==> src/rtl/root_uplink_arbiter.sv <==
`default_nettype none
// ============================================================================
// Module      : root_uplink_arbiter
// Description : Round-robin merge of NUM_LEAVES 64-bit leaf uplinks into one
//               registered output slot tagged with the source leaf index.
//               Optional macro ROOT_UPLINK_ARB_HOLD_EN: bit 63 = "more" flag
//               that keeps the grant on one leaf until its burst ends.
// Revision    : 1.0 - initial release
// ============================================================================
module root_uplink_arbiter #(
    parameter int NUM_LEAVES = 4,
    parameter int ID_WIDTH   = 2
) (
    input  logic                     clk,
    input  logic                     reset,
    input  logic [64*NUM_LEAVES-1:0] up_rx_data,
    input  logic [NUM_LEAVES-1:0]    up_rx_valid,
    output logic [NUM_LEAVES-1:0]    up_rx_ready,
    output logic [63:0]              out_data,
    output logic                     out_valid,
    input  logic                     out_ready,
    output logic [ID_WIDTH-1:0]      out_leaf_id
);

    localparam int PAD_LEAVES = 2 ** ID_WIDTH;

    logic [PAD_LEAVES-1:0] valid_pad;
    logic [ID_WIDTH-1:0]   last_grant;
    logic [ID_WIDTH-1:0]   rr_grant;
    logic                  rr_found;
    logic [ID_WIDTH:0]     cand;
    logic [ID_WIDTH-1:0]   grant;
    logic                  grant_found;
    logic                  slot_free;
    logic                  xfer;
    logic [63:0]           grant_data;

`ifdef ROOT_UPLINK_ARB_HOLD_EN
    logic                  hold_active;
    logic [ID_WIDTH-1:0]   hold_leaf;
`endif

    // Padding to a power of two lets the candidate index have exactly ID_WIDTH bits.
    assign valid_pad = PAD_LEAVES'(up_rx_valid);
    assign slot_free = !out_valid || out_ready;

    always_comb begin
        rr_grant = '0;
        rr_found = 1'b0;
        cand     = '0;
        for (int off = 1; off <= NUM_LEAVES; off++) begin
            cand = {1'b0, last_grant} + (ID_WIDTH+1)'(off);
            if (cand >= (ID_WIDTH+1)'(NUM_LEAVES)) begin
                cand = cand - (ID_WIDTH+1)'(NUM_LEAVES);
            end
            if (!rr_found && valid_pad[cand[ID_WIDTH-1:0]]) begin
                rr_found = 1'b1;
                rr_grant = cand[ID_WIDTH-1:0];
            end
        end
    end

    always_comb begin
        grant       = rr_grant;
        grant_found = rr_found;
`ifdef ROOT_UPLINK_ARB_HOLD_EN
        if (hold_active) begin
            grant       = hold_leaf;
            grant_found = valid_pad[hold_leaf];
        end
`endif
    end

    assign xfer = slot_free && grant_found && !reset;

    always_comb begin
        up_rx_ready = '0;
        grant_data  = '0;
        for (int i = 0; i < NUM_LEAVES; i++) begin
            if (grant == ID_WIDTH'(i)) begin
                up_rx_ready[i] = xfer;
                grant_data     = up_rx_data[i*64 +: 64];
            end
        end
    end

    always_ff @(posedge clk) begin
        if (reset) begin
            out_valid   <= 1'b0;
            out_data    <= '0;
            out_leaf_id <= '0;
            last_grant  <= ID_WIDTH'(NUM_LEAVES - 1);
`ifdef ROOT_UPLINK_ARB_HOLD_EN
            hold_active <= 1'b0;
            hold_leaf   <= '0;
`endif
        end else if (xfer) begin
            out_valid   <= 1'b1;
            out_data    <= grant_data;
            out_leaf_id <= grant;
`ifdef ROOT_UPLINK_ARB_HOLD_EN
            hold_active <= grant_data[63];
            hold_leaf   <= grant;
            // Rotation pointer only advances once the burst is complete.
            if (!grant_data[63]) begin
                last_grant <= grant;
            end
`else
            last_grant  <= grant;
`endif
        end else if (out_ready) begin
            out_valid <= 1'b0;
        end
    end

endmodule
`default_nettype wire
==> config.mk <==
export PLATFORM = sky130hd
export DESIGN_NAME = root_uplink_arbiter
export DESIGN_NICKNAME = d
export VERILOG_FILES = /design/src/rtl/root_uplink_arbiter.sv
export SDC_FILE = /design/constraint.sdc
export NUM_CORES = 1
export LEC_CHECK = 0
export CORE_AREA = 3 3 130 132
export CTS_CLUSTER_SIZE = 24
export DETAILED_ROUTE_END_ITERATION = 6
export DIE_AREA = 0 0 133 135
export PLACE_DENSITY_LB_ADDON = 0.12
export SLEW_MARGIN = 10
export SYNTH_ARGS = -nofsm -noshare
export SYNTH_HDL_FRONTEND = slang
export SYNTH_SLANG_ARGS = --single-unit
==> constraint.sdc <==
create_clock -name clk -period 6.54 [get_ports clk]
set_clock_uncertainty 0.2 [all_clocks]
set_input_delay 1.308 -clock clk [delete_from_list [all_inputs] [get_ports clk]]
set_output_delay 1.308 -clock clk [all_outputs]
set_load 0.03 [all_outputs]
==> results of run 1 <==
-- cell type report --
cell class                      count  area [µm²]
Fill cell                        1410        7430
Inverter                            1        3.75
Multi-Input combinational cell    353        3060
Tap cell                          216         270
Clock buffer                       11         233
Clock inverter                      5        75.1
Timing Repair Buffer              340        3380
Antenna cell                        1        2.50
Sequential cell                    69        1380
-- path summary, 6_finish.rpt --
kind,from,end,slack [ps],depth (start not counted)
setup / recovery,up_rx_valid[1],up_rx_ready[0],1410,6
hold / removal,out_leaf_id[1],out_leaf_id[1],260,2
setup reg to reg,last_grant[0],out_data[36],3340,7
hold reg to reg,out_leaf_id[1],out_leaf_id[1],260,2
-- tightest hold or removal path: stages (launching register included) --
cell and delay, ps:
dfxtp_1 310, nand2_1 50, a21oi_1 50
-- metal layers --
| metal | part of all wire, % | routed length [µm] |
|---|---|---|
| met5 | 0 | 0 |
| met4 | 1.9 | 325 |
| met3 | 7.9 | 1340 |
| met2 | 52 | 8860 |
| met1 | 38 | 6360 |
-- power by group through the flow --
stage / combinational [mW] / sequential [mW] / clock (mW)
floorplan: 0.432 / 0.670 / 0
global placement: 0.883 / 0.536 / 0
detailed placement: 0.892 / 0.539 / 0
CTS: 0.895 / 0.531 / 0.522
global route: 0.943 / 0.539 / 0.544
finish: 0.879 / 0.530 / 0.507
-- registers in the layout, indices dropped and copies added (netlist names) --
signal / count
last_grant: 2
out_leaf_id: 2
out_valid: 1
out_data: 64
-- cell usage in the layout (no fill, tap or decap), types with 3 or more instances in the layout --
cell,n
clkinv_2,3
dfxtp_1,69
buf_4,7
nor2b_1,3
mux2_2,64
o21ai_2,14
nor2_1,9
o21ai_1,51
clkdlybuf4s50_1,332
clkbuf_16,9
mux2i_1,128
nor3_1,6
nand3b_1,64
-- synth_stat cells, drive strengths merged --
| cell | instances |
|---|---|
| nor2 | 9 |
| a21oi | 2 |
| nor3b | 1 |
| bufbuf | 3 |
| nor3 | 6 |
| o21a | 1 |
| buf | 25 |
| mux2i | 128 |
| o21ai | 65 |
| nor2b | 3 |
| and2 | 1 |
| dfxtp | 69 |
| nor4 | 1 |
| nand2b | 3 |
| mux2 | 64 |
| inv | 1 |
| a211o | 1 |
| clkbuf | 16 |
| nand2 | 2 |
| nand3b | 64 |
| or3 | 1 |
| a211oi | 1 |
-- logic make-up after synthesis --
family	after synthesis
simple gates	91
compound gates	70
mux	192
flops	69
buf+inv	45
-- stage by stage --
stage	power, mW	hold WS (ps)	cell area, µm²
CTS	1.95	261	8400
detailed placement	1.43	254	8090
global route	2.02	288	8400
floorplan	1.10	302	4830
global placement	1.42	246	8090
finish	1.92	259	8400
==> impl_metrics.ini, run 1 <==
[sta]
rsz0062_at_grt = false
worst_pin_slew_ps = 815
relSlewSlack_pct = 45.7
setup-tns-final_ps = 0
worst_slack_ps = 1410
drv_slew = 0
period_needed_ps = 5130
setup_viol = 0
period_share_pct = 78.4
finalHoldViolCount = 0
fmax_mhz = 195

[detailed_routing]
drtAntennaViolNets = 0
drtPass1Iterations = 5
drt-vias-per-instance = 4.71
vias = 4694
route.detailed.drc = 0
drt-total-wl_um = 16900
wl_per_cell_um = 17.0
drt_iter0_drc = 138

[logic_synthesis]
syn_nets = 730
yosys.area.top_type = dfxtp_1
synth_compound_area_share_pct = 8.77
syn_area_per_cell_um2 = 10.4
synth_fa_ha_area_share_pct = 0
synth_top_family_by_area = multiplexers
syn_area_um2 = 4830
synth_warnings = 0
muxShareOfSynthArea_pct = 41.4
synth-xor-area-share_pct = 0
yosysUniqueCellTypes = 27
synth-seq-cells = 69
ys_seq_area_share_pct = 28.6
synth_simple_gate_area_share_pct = 12.9
syn_inst = 467
yosys.area.top_type_share_pct = 28.6
synth_area_leaders = dfxtp_1 29%, mux2i_1 27%, mux2_2 15%

[placed_design]
dp.cells = 979
numPortBuffers = 333
gp_congestion = 0.847
pre_cts_ws_ps = 1410
dp_hpwl_um = 13500

[clocking]
postCtsSetupBuffers = 0
cts_buffers = 9
cts_tree = done
clkSlewWorstSetupHoldPaths_ps = 60
cts_sinks = 69
htree_levels = 3
worstSkewPairLatency_ps = 330
cts_hold_buffers = 0
clockBufferDepth = 2
clock-root-buffer = clkbuf_16
cts_resized = 0

[grt]
grt_pass1_wl_um = 26200
met3_usage_pct = 5.81
grt_overflow = 0
grt_pass1_vias = 4966
busiest_layer = met2
grt_max_degree = 79
antenna_found_initial = 1
use_met2_pct = 33.6
grt.total_usage_pct = 18.4
met1_usage_pct = 20.2

[power]
ir_drop_uv = 139
intPower_mw = 1.29
power_per_cell_area_nw_per_um2 = 228
seqPwrFrac_pct = 27.7
clock_power_share_pct = 26.4
p_sw_mw = 0.623
p_comb_share_pct = 45.9
p_leak_nw = 3.20
sw_frac_of_total_pct = 32.5

[floorplan]
die_x_um = 133
start_util_pct = 30.5
ioPinCount = 334
num_rows = 46
die_h_um = 135
core_area_um2 = 15800
fp.dieArea_um2 = 18000

[run]
drv_cap = 0

[setup_path]
cp_slowest_cell = clkdlybuf4s50_1
cpMostUsedCell = clkdlybuf4s50_1
crit_family = buffers and inverters
setup.worst_path.end_class = output port
crit_type = input pin to output port
cp_data_arrival_time_ps = 3620
worstPathMaxFanout = 33
path_cells = clkdlybuf4s50_1 -> o21a_1 -> a211oi_4 -> buf_4 -> nor3_1 -> clkdlybuf4s50_1
crit_path_max_incr_delay_ps = 620
critPathBufInv = 3
required_ps = 5030
cp-start-kind = input pin

[cells_and_area]
nNetsFinal = 1037
final_cells = 996
drive_gt1_share_pct = 13.5
area_growth_pct = 73.8
final_core_util_pct = 53.1

[outcome]
outcome = finished clean

[min_path]
hold_class = flip-flop to flip-flop
No activity file was read; power rests on OpenSTA's default activity.
==> run 2, diff against run 1 <==
- CORE_AREA: 3 3 130 132 -> 3 3 127 129
- DIE_AREA: 0 0 133 135 -> 0 0 130 132
- clock period: 6.54 -> 4.8 ns (I/O delays scaled with it)
==> impl_metrics.ini, run 2 (synthesis gave the netlist of run 1 again) <==
[outcome]
outcome = finished clean

[setup_path]
cp-start-kind = input pin
crit_family = buffers and inverters
worstPathMaxFanout = 19
cp_data_arrival_time_ps = 3220
critPathBufInv = 2
cp_slowest_cell = clkdlybuf4s50_1
crit_type = input pin to output port
required_ps = 3640
setup.worst_path.end_class = output port
crit_path_max_incr_delay_ps = 750
crit_cells = 6
cpMostUsedCell = clkdlybuf4s50_1
path_cells = clkdlybuf4s50_1 -> nand2b_2 -> o21ai_1 -> a211o_2 -> nor3_1 -> clkdlybuf4s50_1
rr_worst_depth = 7

[clocking]
worstSkewPairLatency_ps = 320
cts_buffers = 9
clkSlewWorstSetupHoldPaths_ps = 50
clockBufferDepth = 2
cts_resized = 0
htree_levels = 3
cts_tree = done
clock-root-buffer = clkbuf_16
cts_hold_buffers = 0
cts_sinks = 69
postCtsSetupBuffers = 0

[grt]
grt.total_usage_pct = 18.1
antenna_found_initial = 1
grt_pass1_vias = 4802
grt_overflow = 0
grt_pass1_wl_um = 24500
grt_max_degree = 75

[cells_and_area]
area_growth_pct = 72.3
final_common_cell = clkdlybuf4s50_1
post-route-cell-area_um2 = 8330
regMostFlops = out_data
final_core_util_pct = 55.0
fillerInstances = 1367
final_cells = 967
drive_gt1_share_pct = 13.6
largest_reg_flops = 64
nNetsFinal = 1038
mostFrequentLayoutCells = 331 x clkdlybuf4s50_1, 128 x mux2i_1, 69 x dfxtp_1, 64 x mux2_2, 64 x nand3b_1
largestRegisters = out_data (64), last_grant (2), out_leaf_id (2)

[power]
p_leak_nw = 3.19
power_per_cell_area_nw_per_um2 = 301
ir_drop_uv = 177
finalPower_mw = 2.51

[floorplan]
num_rows = 45
fp.dieArea_um2 = 17200
die_x_um = 130
start_util_pct = 31.9
ioPinCount = 334
core_area_um2 = 15100
die_h_um = 132

[detailed_routing]
vias = 4608
route.detailed.drc = 0
drtAntennaViolNets = 0
drt_iter0_drc = 135
drtPass1Iterations = 6
wl_per_cell_um = 16.6
drt-vias-per-instance = 4.77
drt-total-wl_um = 16100

[min_path]
min_path_cells = 2
hold_class = flip-flop to flip-flop

[sta]
period_needed_ps = 4380
relSlewSlack_pct = 35.8
setup-tns-final_ps = 0
worst_pin_slew_ps = 963
drv_slew = 0
setup_viol = 0
finalHoldViolCount = 0
hold_slack_ps = 261
worst_slack_ps = 416
fmax_mhz = 228
period_share_pct = 91.3
rsz0062_at_grt = false

[placed_design]
pre_cts_ws_ps = 407
gp_congestion = 0.807
postPlaceCellArea_um2 = 8060
dp.cells = 952
dp_hpwl_um = 13000
numPortBuffers = 333

[run]
drv_cap = 0
-- run 2: cell types whose count changed in the layout (fill, tap and decap cells not counted) --
cell             change
buf_4                +2
bufinv_16            -2
clkbuf_8             +2
clkbuf_1             -1
clkdlybuf4s50_1      -1
clkinv_2             -1
-- run 2: path summary, 6_finish.rpt --
| check | from | endpoint | slack [ps] |
|---|---|---|---|
| max | up_rx_valid[3] | up_rx_ready[0] | 420 |
| min reg2reg | out_leaf_id[1] | out_leaf_id[1] | 260 |
| min | out_leaf_id[1] | out_leaf_id[1] | 260 |
| max reg2reg | last_grant[0] | out_data[32] | 1950 |
-- run 2: layer usage --
layer  up-vias  routed length [µm]  global-route usage (%)
li1       2330                   -                       -
met1      2063                5630                    17.9
met2       187                8620                    34.2
met3        28                1310                    5.63
met4         0                 515                    7.22
met5         -                   0                       0
-- run 2: where the power goes --
part / internal [mW] / switching [mW]
Sequential: 0.671 / 0.0519
Combinational: 0.640 / 0.552
Clock: 0.370 / 0.223
-- run 2: area by class of cell --
type                    instances  area (µm²)  area share [%]
repair buffers                341        3390            40.6
clock buffers                  12         256            3.08
diodes                          1        2.50          0.0300
inverters                       1        3.75          0.0451
clock inverters                 2        10.0           0.120
multi-input cells             353        3060            36.7
well taps                     188         235            2.82
flip-flops and latches         69        1380            16.6
-- run 2: worst min-delay path, delay by kind of cell (launching register included) --
kind               cells  cell delay (ps)
DFF                    1              310
and+or+nand+nor        1               50
AOI/OAI and AO/OA      1               50
